$ cat config.mk
export PLATFORM = sky130hd
export DESIGN_NAME = tcp_recv_engine
export DESIGN_NICKNAME = d
export VERILOG_FILES = /design/src/rtl/tcp_recv_engine.sv
export SDC_FILE = /design/constraint.sdc
export NUM_CORES = 1
export LEC_CHECK = 0
export ABC_CLOCK_PERIOD_IN_PS = 6900
export CAP_MARGIN = 5
export CELL_PAD_IN_SITES_DETAIL_PLACEMENT = 1
export CELL_PAD_IN_SITES_GLOBAL_PLACEMENT = 1
export CORE_AREA = 2 2 551 553
export CTS_CLUSTER_SIZE = 14
export DETAILED_ROUTE_END_ITERATION = 16
export DIE_AREA = 0 0 553 555
export GPL_ROUTABILITY_DRIVEN = 0
export PLACE_DENSITY = 0.4
export SYNTH_ARGS = -nofsm -noshare
export SYNTH_HDL_FRONTEND = slang
export SYNTH_SLANG_ARGS = --single-unit
$ cat constraint.sdc
create_clock -name clk -period 6.9 [get_ports clk]
set_clock_uncertainty 0.2 [all_clocks]
set_input_delay 0.69 -clock clk [delete_from_list [all_inputs] [get_ports clk]]
set_output_delay 0.69 -clock clk [all_outputs]
set_load 0.01 [all_outputs]
$ cat src/rtl/tcp_recv_engine.sv
// tcp_recv_engine
//   Receive-side benchmark engine for the TCP offload path. Accepts session
//   notifications and issues the matching read request. It then takes the RX
//   metadata and the payload beats, and checks the incrementing pattern that
//   the TX benchmark sender produces. Message, word and error counters are
//   exported on status_reg.
//
// Ports
//   clk, rstn                     single clock, synchronous active-low reset
//   s_axis_notification_*         {length[31:16], session[15:0]} notifications
//   m_axis_read_package_*         read request, same format as notification
//   s_axis_rx_metadata_*          session of the data that follows
//   s_axis_rx_data_*              payload beats (data/keep/last)
//   control_reg                   [2] ops, [3] offset, [7][2] start, [4][0] check en
//   status_reg                    [0] th_cnt [1] msg_cnt [2] word_cnt
//                                 [3] data_err_cnt [4] len_err_cnt
//                                 [5] sess_err_cnt [6] first error loc [7] notif_cnt
module tcp_recv_engine #(
  parameter int DATA_WIDTH = 512,
  parameter bit CHECK_EN   = 1'b1
) (
  input  logic                      clk,
  input  logic                      rstn,
  input  logic                      s_axis_notification_valid,
  output logic                      s_axis_notification_ready,
  input  logic [31:0]               s_axis_notification_data,
  output logic                      m_axis_read_package_valid,
  input  logic                      m_axis_read_package_ready,
  output logic [31:0]               m_axis_read_package_data,
  input  logic                      s_axis_rx_metadata_valid,
  output logic                      s_axis_rx_metadata_ready,
  input  logic [15:0]               s_axis_rx_metadata_data,
  input  logic                      s_axis_rx_data_valid,
  output logic                      s_axis_rx_data_ready,
  input  logic [DATA_WIDTH-1:0]     s_axis_rx_data_data,
  input  logic [DATA_WIDTH/8-1:0]   s_axis_rx_data_keep,
  input  logic                      s_axis_rx_data_last,
  input  logic [15:0][31:0]         control_reg,
  output logic [7:0][31:0]          status_reg
);

  typedef enum logic [1:0] {IDLE, READ_REQ, META, DATA} state_t;

  state_t state_q, state_d;

  logic [31:0] ops_r, offset_r;
  logic        start_r, start_rr, chk_r;
  logic        start_pulse;
  logic        active;

  logic [15:0] cap_sess, cap_len;
  logic [31:0] word_idx;
  logic [31:0] th_cnt, msg_cnt, word_cnt, data_err_cnt, len_err_cnt;
  logic [31:0] sess_err_cnt, err_loc, notif_cnt;
  logic        err_seen, run, armed;

  logic        notif_hs, read_hs, meta_hs, data_hs;
  logic        notif_empty, mismatch, len_bad;
  logic [31:0] exp_word;

  // keep is deliberately not checked; payload bits are only read when the
  // checker is built in, so everything goes through this sink.
  logic unused_bits;
  assign unused_bits = ^{s_axis_rx_data_keep, s_axis_rx_data_data, control_reg};

  function automatic logic [31:0] sat_inc(input logic [31:0] v);
    return (v == '1) ? v : v + 32'd1;
  endfunction

  assign start_pulse = start_r & ~start_rr;

  assign notif_hs = s_axis_notification_valid & s_axis_notification_ready;
  assign read_hs  = m_axis_read_package_valid & m_axis_read_package_ready;
  assign meta_hs  = s_axis_rx_metadata_valid & s_axis_rx_metadata_ready;
  assign data_hs  = s_axis_rx_data_valid & s_axis_rx_data_ready;

  assign notif_empty = (s_axis_notification_data[31:22] == '0);
  assign exp_word    = word_idx + offset_r;
  assign mismatch    = CHECK_EN && chk_r &&
                       (s_axis_rx_data_data != {{(DATA_WIDTH-32){1'b0}}, exp_word});
  assign len_bad     = (word_idx + 32'd1) != {22'd0, cap_len[15:6]};

  always_ff @(posedge clk) begin
    if (!rstn) state_q <= IDLE;
    else       state_q <= state_d;
  end

  // Handshake outputs are decoded from the state but held low until the
  // cycle after reset is released.
  always_comb begin
    state_d                   = state_q;
    s_axis_notification_ready = 1'b0;
    m_axis_read_package_valid = 1'b0;
    s_axis_rx_metadata_ready  = 1'b0;
    s_axis_rx_data_ready      = 1'b0;
    m_axis_read_package_data  = {cap_len, cap_sess};
    case (state_q)
      IDLE: begin
        s_axis_notification_ready = active;
        if (notif_hs && !notif_empty) state_d = READ_REQ;
      end
      READ_REQ: begin
        m_axis_read_package_valid = active;
        if (read_hs) state_d = META;
      end
      META: begin
        s_axis_rx_metadata_ready = active;
        if (meta_hs) state_d = DATA;
      end
      DATA: begin
        s_axis_rx_data_ready = active;
        if (data_hs && s_axis_rx_data_last) state_d = IDLE;
      end
      default: state_d = IDLE;
    endcase
  end

  always_ff @(posedge clk) begin
    if (!rstn) begin
      ops_r        <= '0;
      offset_r     <= '0;
      start_r      <= 1'b0;
      start_rr     <= 1'b0;
      chk_r        <= 1'b0;
      active       <= 1'b0;
      cap_sess     <= '0;
      cap_len      <= '0;
      word_idx     <= '0;
      th_cnt       <= '0;
      msg_cnt      <= '0;
      word_cnt     <= '0;
      data_err_cnt <= '0;
      len_err_cnt  <= '0;
      sess_err_cnt <= '0;
      err_loc      <= '0;
      notif_cnt    <= '0;
      err_seen     <= 1'b0;
      run          <= 1'b0;
      armed        <= 1'b0;
    end else begin
      ops_r    <= control_reg[2];
      offset_r <= control_reg[3];
      start_r  <= control_reg[7][2];
      start_rr <= start_r;
      chk_r    <= control_reg[4][0];
      active   <= 1'b1;

      if (notif_hs) begin
        if (notif_empty) begin
          notif_cnt <= sat_inc(notif_cnt);
        end else begin
          cap_sess <= s_axis_notification_data[15:0];
          cap_len  <= s_axis_notification_data[31:16];
        end
      end

      if (data_hs) word_idx <= s_axis_rx_data_last ? '0 : word_idx + 32'd1;

      // start_pulse takes priority: an event landing on the same edge is lost.
      if (start_pulse) begin
        th_cnt       <= '0;
        msg_cnt      <= '0;
        word_cnt     <= '0;
        data_err_cnt <= '0;
        len_err_cnt  <= '0;
        sess_err_cnt <= '0;
        err_seen     <= 1'b0;
        run          <= 1'b0;
        armed        <= 1'b1;
      end else begin
        if (meta_hs && (s_axis_rx_metadata_data != cap_sess))
          sess_err_cnt <= sat_inc(sess_err_cnt);
        if (data_hs) begin
          word_cnt <= sat_inc(word_cnt);
          if (s_axis_rx_data_last) begin
            msg_cnt <= sat_inc(msg_cnt);
            if (len_bad) len_err_cnt <= sat_inc(len_err_cnt);
          end
          if (mismatch) begin
            data_err_cnt <= sat_inc(data_err_cnt);
            if (!err_seen) begin
              err_seen <= 1'b1;
              err_loc  <= {msg_cnt[15:0], word_idx[15:0]};
            end
          end
          if (armed) begin
            run   <= 1'b1;
            armed <= 1'b0;
          end
        end
        if (run && (ops_r != '0) && (msg_cnt != ops_r))
          th_cnt <= sat_inc(th_cnt);
      end
    end
  end

  always_comb begin
    status_reg    = '0;
    status_reg[0] = th_cnt;
    status_reg[1] = msg_cnt;
    status_reg[2] = word_cnt;
    status_reg[3] = data_err_cnt;
    status_reg[4] = len_err_cnt;
    status_reg[5] = sess_err_cnt;
    status_reg[6] = err_loc;
    status_reg[7] = notif_cnt;
  end

endmodule

# Yosys cells after proc, flatten, opt, wreduce, memory -nomap -nowiden
# Cells that the tools add are included.
# word_totals
reg_bits,393
latch_bits,0
ram_bits,0
romBits,0
in_bits,1143
output_inout_bits,292
elab_cells,102
mem_count,0
# op_classes
addsub,9
multipliers,0
div_mod_pow,0
order_cmp,0
eq_ne,18
shifts,0
mux,13
n_bitwise,17
reduce_logical,24
# op_table
cell,n
$ne 512x32->1,1
$add 32x1->32 const B,8
$eq 32x32->1 const B,7
$add 32x32->32,1
$mux 32,1
$ne 32x10->1,1
$ne 32x32->1,1
$reduce_bool 32->1,1
$ne 16x16->1,1
$not 1->1,12
$reduce_and 2->1,6
$reduce_and 4->1,3
$logic_not 10->1,1
$reduce_and 3->1,3
$mux 2,4
$ne 2x2->1 const B,4
$pmux 2 s4,1
$mux 1,7
$logic_and 1x1->1,6
$and 1x1->1,5
$eq 2x2->1 const B,2
$eq 2x1->1 const B,1
$logic_not 2->1,1
$reduce_bool 2->1,1
2 further kinds,2

# Logic depth before layout (Yosys ltp)
# Gate-level depths: netlist of run 1.
# logic_depth
word_depth,6
mapped_depth,15
depth_no_buf,13

# Least setup slack after synthesis of run 1
# Ideal clock, no wire load.
# synth_timing
path_type,register to register
from,register word_idx[0]
to,register data_err_cnt[10]
setup_time_ns,0.129
arrival_time_ns,3.265
required_time_ns,6.571
path_slack_ns,3.306
stages_incl_launch_ff,15
path_cell_list,dfxtp_1 ha_1 fa_1 a211oi_1 o21ai_0 xnor2_1 nand4_1 or4_1 nor4_1 nand4_1 o21ai_2 buf_6 buf_6 nor4_1 mux2i_1
# synth_between
elab_chain_cells,4
# synth_rtl
element,line,source
"start, declared",52,logic [31:0] word_idx;
"start signal, assigned",157,if (data_hs) word_idx <= s_axis_rx_data_last ? '0 : word_idx + 32'd1;
$add 32x32->32,78,assign exp_word = word_idx + offset_r;
$ne 512x32->1,80,"(s_axis_rx_data_data != {{(DATA_WIDTH-32){1'b0}}, exp_word});"
$logic_and 1x1->1,79,assign mismatch = CHECK_EN && chk_r &&
$reduce_and 3->1 (no line),n/a,
"end signal, assigned",180,data_err_cnt <= sat_inc(data_err_cnt);
"end, declared",53,"logic [31:0] th_cnt, msg_cnt, word_cnt, data_err_cnt, len_err_cnt;"
# No other way between the ends.
# A chain may end at the register's enable or synchronous reset.

# Worst setup path after layout of run 1
# layout_timing
from,register word_idx[13]
to,register data_err_cnt[26]
# The elaborated chain is that of the path after synthesis.

==> metrics.csv, run 1 <==
stage;metric;value;unit
layout;final layout net count;4668;
critical_path;sort of element at the start of the critical path;register;
synth;Yosys warnings;0;
global_route;global-route wire length before repair;207000;µm
clocking;H-tree levels;2;
timing;count of final hold-check violations;0;
critical_path;slack of the worst reg-to-reg path;1750;ps
synth;post-synth cell types;79;
drt;drt drc;0;
global_route;antenna violations before repair;81;
drt;count of routing violations after the opening detailed-route iteration;972;
power_and_ir_drop;Lkg Pwr;11.7;nW
critical_path;R2R Path Start;word_idx[13];
synth;Area contributors post-synth;sky130_fd_sc_hd__dfxtp_1, sky130_fd_sc_hd__xnor2_1, sky130_fd_sc_hd__nand2_1, sky130_fd_sc_hd__nor4_1, sky130_fd_sc_hd__xor2_1;
synth;Netlist Area Pre-Place;0.0212;mm²
place;count of buffers from port buffering;924;
floorplanning;count of boundary I/O pins;1435;
critical_path;Critical Path, Cell by Cell;ha_1, a21oi_1, o21ai_1, a222oi_1, nand3_1, a2111oi_0, nand4b_1, nor4bb_1, nand4_1, nor2_2, buf_4, nor2_1, a311oi_2;
timing;final count of pins violating max slew;0;
synth;flops & latches, synth;393;
synth;area leader, netlist;sky130_fd_sc_hd__dfxtp_1;
synth;area share of the largest cell type after synthesis;37.1;%
timing;worst slew pin tran;1030;ps
clocking;clock input transition at the sequential cells of the worst setup and hold paths;70;ps
timing;setup violators final;0;
critical_path;arrival time at the worst endpoint;5550;ps
timing;setup repair after global routing missed its margin;false;
critical_path;slowest cell on the critical path;sky130_fd_sc_hd__a222oi_1;
layout;finished layout cell area;0.0376;mm²
clocking;number of setup buffers added after CTS;0;
synth;synthesized area per cell;8.22;µm²
worst_hold_path;HP Class;primary input to register;
synth;count of flip-flops with a built-in enable after synthesis;0;
synth;nets in the synthesized netlist;3769;
run;maximum capacitance violations;0;
synth;count of mapped cells out of synthesis;2581;
critical_path;critical path endpoint category;register;
clocking;Clock Tree Root;sky130_fd_sc_hd__clkbuf_16;
outcome;status;finished, final reports clean;
layout;fraction of final layout cells sized beyond drive strength 1;5.10;%
power_and_ir_drop;power per cell area;177;mW/mm²
timing;final setup TNS;0;ps
layout;number of fill cells;35600;
critical_path;WP data required;7300;ps
clocking;CTS tree;done;
critical_path;FF-to-FF End;data_err_cnt[26];
drt;first-pass detailed-route iteration total;5;
synth;top_reg_cell synth;sky130_fd_sc_hd__dfxtp_1;
clocking;Clock Tree Buf Depth;3;
drt;average vias per placed instance;3.09;
global_route;total global routing track utilization;9.75;%
floorplanning;total core area;0.301;mm²
power_and_ir_drop;Tot Pwr;6.64;mW
critical_path;beginning of the critical path;word_idx[13];
layout;Multi-input gate area;0.0128;mm²
synth;cell types with the highest counts after synthesis;sky130_fd_sc_hd__dfxtp_1, sky130_fd_sc_hd__nand2_1, sky130_fd_sc_hd__nor2_1;
global_route;Remaining Overflow, GRT;0;
floorplanning;initial core utilization;7.04;%
critical_path;Max stage delay on crit path;670;ps
timing;Worst slew margin;31.0;%
place;cell area after placement;0.0353;mm²
floorplanning;standard-cell rows;202;
place;Final HPWL DP;131000;µm
drt;detailed-route via count;23300;
global_route;number of global-route vias before repair;24300;
clocking;cts bufs inserted;57;
floorplanning;die outline height;555;µm
drt;WL/cell;20.6;µm
power_and_ir_drop;maximum ir drop on the vdd rail;0.190;mV
critical_path;type of the setup path with the least slack;register to register;
clocking;clock latency of the later-clocked register in the worst-skew pair;710;ps
clocking;number of clock sinks seen by CTS;393;
layout;Util after Layout;12.5;%
layout;Sequential Area;0.00787;mm²
floorplanning;area of the die;0.307;mm²
global_route;pin count of the biggest net entering global routing;125;
timing;achievable frequency;194;MHz
timing;Tcrit/Tclk final;74.7;%
floorplanning;width of the die;553;µm
layout;synthesis-to-layout area growth;77.1;%
critical_path;Critical path destination;data_err_cnt[26];
clocking;number of gates resized after CTS;0;
critical_path;Register-to-Register Path Depth;13;
timing;hold slack final;159;ps
synth;count leader, synth;sky130_fd_sc_hd__dfxtp_1;
synth;sequential cell area fraction in the yosys report;37.1;%
critical_path;worst-path fanout max;25;
drt;count of nets left with antenna violations after detail routing;0;
synth;fraction of registers with async set or reset after synthesis;0;%
clocking;number of buffers added to fix hold violations after cts;0;
drt;WL final;155000;µm
timing;Tmin final;5150;ps
## placed cells by master (no fill, tap or decap), types with 79 or more instances in the layout
cell type	netlist	routed
sky130_fd_sc_hd__clkdlybuf4s50_1	0	923
sky130_fd_sc_hd__dfxtp_1	393	393
sky130_fd_sc_hd__nand2_1	307	307
sky130_fd_sc_hd__nor2_1	232	231
sky130_fd_sc_hd__xnor2_1	160	160
sky130_fd_sc_hd__nor4_1	168	157
sky130_fd_sc_hd__and2_1	122	122
sky130_fd_sc_hd__xor2_1	116	116
sky130_fd_sc_hd__nand3_1	100	100
sky130_fd_sc_hd__nand4_1	98	98
sky130_fd_sc_hd__o21ai_0	81	81
sky130_fd_sc_hd__a21oi_1	79	79
## area by class of cell
| type | count | area share, % |
|---|---|---|
| diodes | 52 | 0.346 |
| clock buffers | 71 | 4.15 |
| clock inverters | 35 | 1.50 |
| inverters | 30 | 0.300 |
| multi-input cells | 2042 | 34.2 |
| flip-flops and latches | 393 | 20.9 |
| well taps | 3978 | 13.3 |
| repair buffers | 956 | 25.3 |
## metal layers
layer  vias to the layer above  track usage [%]  share of wire, %
li1                      11100                -                 -
met1                     11100             11.3                41
met2                       885             15.3                44
met3                       193             4.23                10
met4                        46             4.88               5.1
met5                         -                0              0.20
## state kept, by name (all words and copies together) (netlist names)
| name | flops |
|---|---|
| notif_cnt | 32 |
| word_cnt | 32 |
| state_q | 2 |
| chk_r | 1 |
| err_seen | 1 |
| data_err_cnt | 32 |
| sess_err_cnt | 32 |
| cap_sess | 16 |
| ops_r | 32 |
| start_rr | 1 |
| armed | 1 |
| run | 1 |
| word_idx | 32 |
| cap_len | 16 |
| th_cnt | 32 |
| len_err_cnt | 32 |
| active | 1 |
| msg_cnt | 32 |
| err_loc | 32 |
| offset_r | 32 |
| start_r | 1 |
## critical path, delay by kind of cell (launching register included)
kind	cells	cell delay, ps
AOI/OAI and AO/OA	5	1920
adders and majority gates	1	420
buffers and inverters	1	330
DFF	1	590
and+or+nand+nor	6	1580
## worst min path at each step
stage / from / to / slack (ps) / depth (start not counted)
after global placement: start_r / start_rr / 240 / 1
after global routing: rstn / active / 120 / 1
after detailed placement: err_loc[30] / err_loc[30] / 250 / 2
final: rstn / active / 160 / 1
after CTS: rstn / active / 60 / 1
after floorplan: start_r / start_rr / 220 / 1
## metrics by stage
step | std cells | setup WS [ps]
CTS | 7505 | 1700
finish | 7557 | 1750
floorplan | 2581 | 3310
global placement | 7399 | 887
global route | 7542 | 1420
detailed placement | 7399 | 880
## cells by family after synthesis
| family | synth area share [%] |
|---|---|
| AO/OA/AOI/OAI | 10.5 |
| XOR/XNOR | 11.4 |
| buffers and inverters | 2.90 |
| flip-flops | 37.1 |
| adder cells (fa/ha/maj) | 2.69 |
| multiplexers | 2.93 |
| AND/OR/NAND/NOR | 32.5 |
## report_power, final
part | internal (mW) | switching, mW | total [mW]
combinational | 0.487 | 0.380 | 0.866
sequential | 2.32 | 0.0607 | 2.38
clock | 2.06 | 1.33 | 3.39
Note: power is estimated with default switching activity, not from simulation.
==> run 2: changes to the inputs <==
- ABC_CLOCK_PERIOD_IN_PS: 6900 -> 5300
- CORE_AREA: 2 2 551 553 -> 2 2 562 564
- DIE_AREA: 0 0 553 555 -> 0 0 564 566
- PLACE_DENSITY: 0.4 -> 0.39
- clock period: 6.9 -> 5.3 ns (I/O delays scaled with it)
==> run 2 against run 1 <==
Utilization shrank 0.46 points. Setup slack got worse by 1400 ps. Non-clock buffer count grew 18. Final area increased by 0.23%. Clock power rose by 18%. Sequential power is 30% higher. Clock-buffer cell count is 8 higher. First-iteration DRC count rose by 2.6%. Sequential cell count stayed put. Register-to-register slack got worse by 1400 ps.
==> metrics.csv, run 2 (synthesis gave the netlist of run 1 again) <==
stage;metric;value;unit;change
clocking;number of gates resized after CTS;0;;unchanged
critical_path;critical path endpoint category;register;;
layout;Util after Layout;12.0;%;-0.46 points
layout;fraction of final layout cells sized beyond drive strength 1;5.14;%;+0.039 points
clocking;number of clock sinks seen by CTS;393;;unchanged
timing;worst slew pin tran;1080;ps;+44.8 ps
layout;number of fill cells;37100;;+4.4%
timing;hold slack final;182;ps;+22.8 ps
power_and_ir_drop;part of the power in combinational logic;13.6;%;+0.6 points
drt;count of routing violations after the opening detailed-route iteration;997;;+2.6%
drt;average vias per placed instance;3.02;;-2.2%
floorplanning;area of the die;0.319;mm²;+4.0%
layout;most used cells in the layout excluding fill and tap cells;sky130_fd_sc_hd__clkdlybuf4s50_1, sky130_fd_sc_hd__dfxtp_1, sky130_fd_sc_hd__nand2_1;;
run;maximum capacitance violations;0;;unchanged
worst_hold_path;HP Class;primary input to register;;
floorplanning;standard-cell rows;206;;+2.0%
drt;detailed-route via count;23400;;+0.13%
clocking;clock latency of the later-clocked register in the worst-skew pair;720;ps;about the same
timing;setup repair after global routing missed its margin;false;;
drt;drt drc;0;;unchanged
layout;Sequential Area;0.00787;mm²;unchanged
critical_path;arrival time at the worst endpoint;5350;ps;-200 ps
clocking;H-tree levels;2;;unchanged
clocking;Clock Tree Root;sky130_fd_sc_hd__clkbuf_16;;
place;Final HPWL DP;125000;µm;-4.6%
layout;synthesis-to-layout area growth;77.5;%;
floorplanning;width of the die;564;µm;+2.0%
timing;Tmin final;4990;ps;-166 ps
critical_path;worst-path fanout max;19;;-24%
timing;final count of pins violating max slew;0;;unchanged
clocking;clock input transition at the sequential cells of the worst setup and hold paths;60;ps;about the same
global_route;highest-utilization routing layer at the global route stage;met2;;
drt;count of nets left with antenna violations after detail routing;0;;unchanged
critical_path;sort of element at the start of the critical path;register;;
drt;first-pass detailed-route iteration total;5;;unchanged
clocking;Clock Tree Buf Depth;3;;unchanged
power_and_ir_drop;P_int;6.00;mW;+23%
global_route;fraction of met2 tracks used by global routing;14.8;%;-0.44 points
layout;finished layout cell area;0.0376;mm²;+0.23%
global_route;met1 usage in global routing;10.7;%;-0.52 points
floorplanning;total core area;0.313;mm²;+4.0%
critical_path;WP data required;5660;ps;-1640 ps
drt;WL/cell;19.2;µm;-6.4%
clocking;cts bufs inserted;55;;-3.5%
global_route;Remaining Overflow, GRT;0;;unchanged
global_route;number of global-route vias before repair;24700;;+1.5%
power_and_ir_drop;fraction of power spent switching nets;27.1;%;+0.44 points
global_route;antenna violations before repair;69;;-15%
clocking;CTS tree;done;;
power_and_ir_drop;net switching power figure;2.23;mW;+26%
layout;post-route insts no fill;7734;;+2.3%
timing;count of final hold-check violations;0;;unchanged
floorplanning;die outline height;566;µm;+2.0%
global_route;global-route wire length before repair;201000;µm;-2.6%
place;cell area after placement;0.0357;mm²;+1.0%
floorplanning;initial core utilization;6.77;%;-0.27 points
global_route;met3 track utilization from global routing;3.16;%;-1.1 points
floorplanning;count of boundary I/O pins;1435;;unchanged
power_and_ir_drop;maximum ir drop on the vdd rail;0.246;mV;+30%
timing;post-route setup slack;312;ps;-1430 ps
place;count of buffers from port buffering;924;;unchanged
power_and_ir_drop;Lkg Pwr;11.6;nW;-0.19%
timing;Tcrit/Tclk final;94.1;%;+19 points
place;pre-CTS setup slack;-56.3;ps;-937 ps
timing;achievable frequency;200;MHz;+3.3%
layout;leading cell type in the layout, fill and taps excluded;sky130_fd_sc_hd__clkdlybuf4s50_1;;
global_route;total global routing track utilization;9.00;%;-0.76 points
power_and_ir_drop;share of total power in sequential cells;37.6;%;+1.8 points
power_and_ir_drop;power per cell area;219;mW/mm²;+24%
global_route;pin count of the biggest net entering global routing;175;;+40%
layout;final layout net count;4684;;+0.34%
timing;Worst slew margin;28.0;%;-2.9 points
outcome;status;finished, final reports clean;;
power_and_ir_drop;share of total power in the clock network;48.8;%;-2.3 points
critical_path;type of the setup path with the least slack;register to register;;
layout;Multi-input gate area;0.0128;mm²;-0.29%
place;number of placed instances with taps included;7598;;+2.7%
clocking;number of setup buffers added after CTS;0;;unchanged
drt;WL final;149000;µm;-4.2%
timing;final setup TNS;0;ps;unchanged
timing;setup violators final;0;;unchanged
power_and_ir_drop;Tot Pwr;8.23;mW;+24%
-- run 2: layer usage --
metal | vias up | part of all wire [%]
met5 | - | 0.19
met4 | 46 | 3.4
met3 | 178 | 8.3
met2 | 807 | 46
met1 | 11200 | 43
li1 | 11100 | -
-- run 2: critical path: stages (launching register included) --
cell                       delay, ps
sky130_fd_sc_hd__dfxtp_1         320
sky130_fd_sc_hd__ha_1            210
sky130_fd_sc_hd__fa_1            430
sky130_fd_sc_hd__a211oi_1        450
sky130_fd_sc_hd__o21ai_0         250
sky130_fd_sc_hd__xnor2_1         340
sky130_fd_sc_hd__nand4_1         130
sky130_fd_sc_hd__or4_1           610
sky130_fd_sc_hd__nor4_1          550
sky130_fd_sc_hd__nand4_1         440
sky130_fd_sc_hd__o21ai_2         310
sky130_fd_sc_hd__buf_4           310
sky130_fd_sc_hd__nor4b_1         110
sky130_fd_sc_hd__mux2i_1         170
-- run 2: path summary, 6_finish.rpt --
| kind | start | to | slack, ps | cells after the start |
|---|---|---|---|---|
| worst min-delay path | s_axis_notification_data[16] | cap_len[0] | 180 | 3 |
| worst max-delay path | word_idx[0] | data_err_cnt[12] | 310 | 13 |
| worst min register to register | start_r | start_rr | 260 | 1 |
| worst max register to register | word_idx[0] | data_err_cnt[12] | 310 | 13 |
-- run 2: layout make-up --
class	count	area share, %
multi-input combinational	2042	34.0
timing repair buffer	974	25.7
sequential	393	20.9
tap	4160	13.8
clock buffer	79	4.27
clock inverter	21	0.738
inverter	30	0.299
antenna	35	0.233
-- run 2: power by group through the flow --
stage / clock network, mW / registers (mW) / logic [mW]
2_1_floorplan: 0 / 3.14 / 0.347
3_3_place_gp: 0 / 3.16 / 1.15
3_5_place_dp: 0 / 3.16 / 1.15
4_1_cts: 4.26 / 3.10 / 1.16
5_1_grt: 4.34 / 3.11 / 1.22
6_report: 4.01 / 3.10 / 1.12
-- run 2: what timing repair did --
action	in CTS	in global routing
hold buffers	1	0
endpoints found under the hold margin	1	0
setup endpoints to repair	0	0
==> run 3: changes to the inputs <==
- CTS_CLUSTER_SIZE: 14 -> 16
- PLACE_DENSITY: 0.39 -> default
- PLACE_DENSITY_LB_ADDON: default -> 0.1
==> run 3 against run 2 <==
Setup slack gained 180 ps. Die area is the same. Via count grew 0.66%. Final area grew 1.5%. Combinational power grew 6%. Utilization grew 0.19 points. Sequential share of layout area shrank 0.32 points. Routed wire length grew 16%. Global-route usage grew 1.4 points. Critical endpoint is now data_err_cnt[26].
==> metrics.csv, run 3 (synthesis gave the netlist of run 1 again) <==
stage;metric;value;unit;change
critical_path;sort of element at the start of the critical path;register;;
layout;number of fill cells;37000;;-0.44%
global_route;global-route wire length before repair;228000;µm;+13%
clocking;clock input transition at the sequential cells of the worst setup and hold paths;60;ps;about the same
drt;count of routing violations after the opening detailed-route iteration;946;;-5.1%
place;number of placed instances with taps included;7650;;+0.68%
power_and_ir_drop;power per cell area;228;mW/mm²;+4.0%
layout;Multi-input gate area;0.0129;mm²;+0.44%
run;maximum capacitance violations;0;;unchanged
place;pre-CTS setup slack;-394;ps;-337 ps
clocking;H-tree levels;3;;+1
power_and_ir_drop;Tot Pwr;8.70;mW;+5.7%
drt;average vias per placed instance;3.02;;+0.12%
timing;achievable frequency;208;MHz;+3.8%
clocking;Clock Tree Buf Depth;3;;unchanged
floorplanning;die outline height;566;µm;unchanged
critical_path;Register-to-Register Path Depth;14;;+1
timing;final setup TNS;0;ps;unchanged
critical_path;worst-path fanout max;19;;unchanged
clocking;Clock Tree Root;sky130_fd_sc_hd__clkbuf_16;;
timing;setup repair after global routing missed its margin;false;;
timing;final count of pins violating max slew;0;;unchanged
drt;count of nets left with antenna violations after detail routing;0;;unchanged
layout;final layout net count;4749;;+1.4%
critical_path;FF-to-FF End;data_err_cnt[26];;
global_route;total global routing track utilization;10.4;%;+1.4 points
worst_hold_path;HP Class;primary input to register;;
timing;worst slew pin tran;1100;ps;+25.0 ps
timing;setup violators final;0;;unchanged
worst_hold_path;Min-Delay Startpoint;rstn;;
critical_path;slowest cell on the critical path;sky130_fd_sc_hd__or4_1;;
drt;detailed-route via count;23500;;+0.66%
clocking;clock latency of the later-clocked register in the worst-skew pair;660;ps;-60 ps
floorplanning;area of the die;0.319;mm²;unchanged
floorplanning;width of the die;564;µm;unchanged
global_route;antenna violations before repair;83;;+20%
critical_path;R2R Path Start;word_idx[0];;
floorplanning;initial core utilization;6.77;%;unchanged
drt;WL final;172000;µm;+16%
power_and_ir_drop;Lkg Pwr;12.0;nW;+3.2%
outcome;status;finished, final reports clean;;
critical_path;arrival time at the worst endpoint;5110;ps;-240 ps
clocking;cts bufs inserted;69;;+25%
layout;leading cell type in the layout, fill and taps excluded;sky130_fd_sc_hd__clkdlybuf4s50_1;;
global_route;pin count of the biggest net entering global routing;75;;-57%
clocking;number of clock sinks seen by CTS;393;;unchanged
timing;Worst slew margin;26.0;%;-2.0 points
critical_path;type of the setup path with the least slack;register to register;;
critical_path;WP data required;5610;ps;-50 ps
timing;Tcrit/Tclk final;90.7;%;-3.4 points
layout;most used cells in the layout excluding fill and tap cells;sky130_fd_sc_hd__clkdlybuf4s50_1, sky130_fd_sc_hd__dfxtp_1, sky130_fd_sc_hd__nand2_1;;
clocking;number of buffers added to fix hold violations after cts;0;;-1
floorplanning;total core area;0.313;mm²;unchanged
global_route;number of global-route vias before repair;24900;;+0.94%
layout;Sequential Area;0.00787;mm²;unchanged
critical_path;critical path endpoint category;register;;
drt;drt drc;0;;unchanged
worst_hold_path;Worst Hold Endpoint;err_loc[17];;
drt;first-pass detailed-route iteration total;4;;-1
floorplanning;count of boundary I/O pins;1435;;unchanged
layout;post-route insts no fill;7776;;+0.54%
timing;post-route setup slack;494;ps;+182 ps
power_and_ir_drop;maximum ir drop on the vdd rail;0.191;mV;-22%
global_route;Remaining Overflow, GRT;0;;unchanged
critical_path;Critical Path, Cell by Cell;ha_1, fa_1, a211oi_2, o21ai_0, xnor2_1, nand4_1, or4_1, nor4_1, nand4_1, buf_4, o21ai_2, buf_4, o21ba_2, a311oi_2;;
drt;WL/cell;22.1;µm;+15%
place;Final HPWL DP;145000;µm;+16%
place;count of buffers from port buffering;924;;unchanged
critical_path;Max stage delay on crit path;630;ps;+20 ps
clocking;CTS tree;done;;
layout;synthesis-to-layout area growth;80.2;%;
layout;fraction of final layout cells sized beyond drive strength 1;6.89;%;+1.7 points
critical_path;slack of the worst reg-to-reg path;490;ps;+180 ps
worst_hold_path;cell depth of the worst min-delay path;3;;unchanged
timing;Tmin final;4810;ps;-182 ps
timing;hold slack final;148;ps;-33.8 ps
timing;count of final hold-check violations;0;;unchanged
floorplanning;standard-cell rows;206;;unchanged
## run 3: routing by layer
layer	wire length, µm	vias to the layer above	GRT usage (%)	share of wire (%)
li1	-	11200	-	-
met1	76400	11200	13.1	44
met5	365	-	0	0.21
met3	14300	215	3.90	8.3
met4	4140	58	2.55	2.4
met2	76800	798	16.8	45
## run 3: area by class of cell
class	instances	area share [%]
antenna	15	0.0982
clock buffer	97	5.16
clock inverter	14	0.285
inverter	30	0.295
multi-input combinational	2042	33.6
sequential	393	20.6
tap	4160	13.6
timing repair buffer	1025	26.3
## run 3: worst max-delay path, delay by kind of cell (launching register included)
kind	cells	cell delay [ps]
AND/OR/NAND/NOR	4	1360
AO/OA/AOI/OAI	5	1140
XOR/XNOR	1	390
buffers and inverters	2	550
flip-flops	1	320
adder cells (fa/ha/maj)	2	680
## run 3: per-stage QoR
| stage | util [%] | instance area (µm²) |
|---|---|---|
| finish | 12.2 | 38200 |
| global route | 12.2 | 38200 |
| CTS | 12.2 | 38200 |
| detailed placement | 11.5 | 36100 |
| global placement | 11.5 | 36100 |
| floorplan | - | 21200 |
## run 3: how the worst max path moves through the flow
stage,start,end,depth (start not counted)
floorplan,word_idx[0],data_err_cnt[10],14
global placement,s_axis_rx_data_data[100],data_err_cnt[14],16
detailed placement,s_axis_rx_data_data[32],data_err_cnt[26],16
CTS,word_idx[0],data_err_cnt[10],17
global route,word_idx[0],data_err_cnt[29],17
finish,word_idx[0],data_err_cnt[26],14
## run 3: report_power, final
| group | leakage [nW] | switching, mW | internal, mW |
|---|---|---|---|
| Sequential | 3.19 | 0.0750 | 3.02 |
| Clock | 1.02 | 1.83 | 2.57 |
| Combinational | 7.80 | 0.543 | 0.649 |
| Total | 12.0 | 2.45 | 6.25 |
## run 3: what timing repair did
action | in CTS | in global routing
endpoints found under the setup margin | 65 | 63
buffers inserted | 0 | 0
resized for setup | 1 | 3
pin swaps | 0 | 1
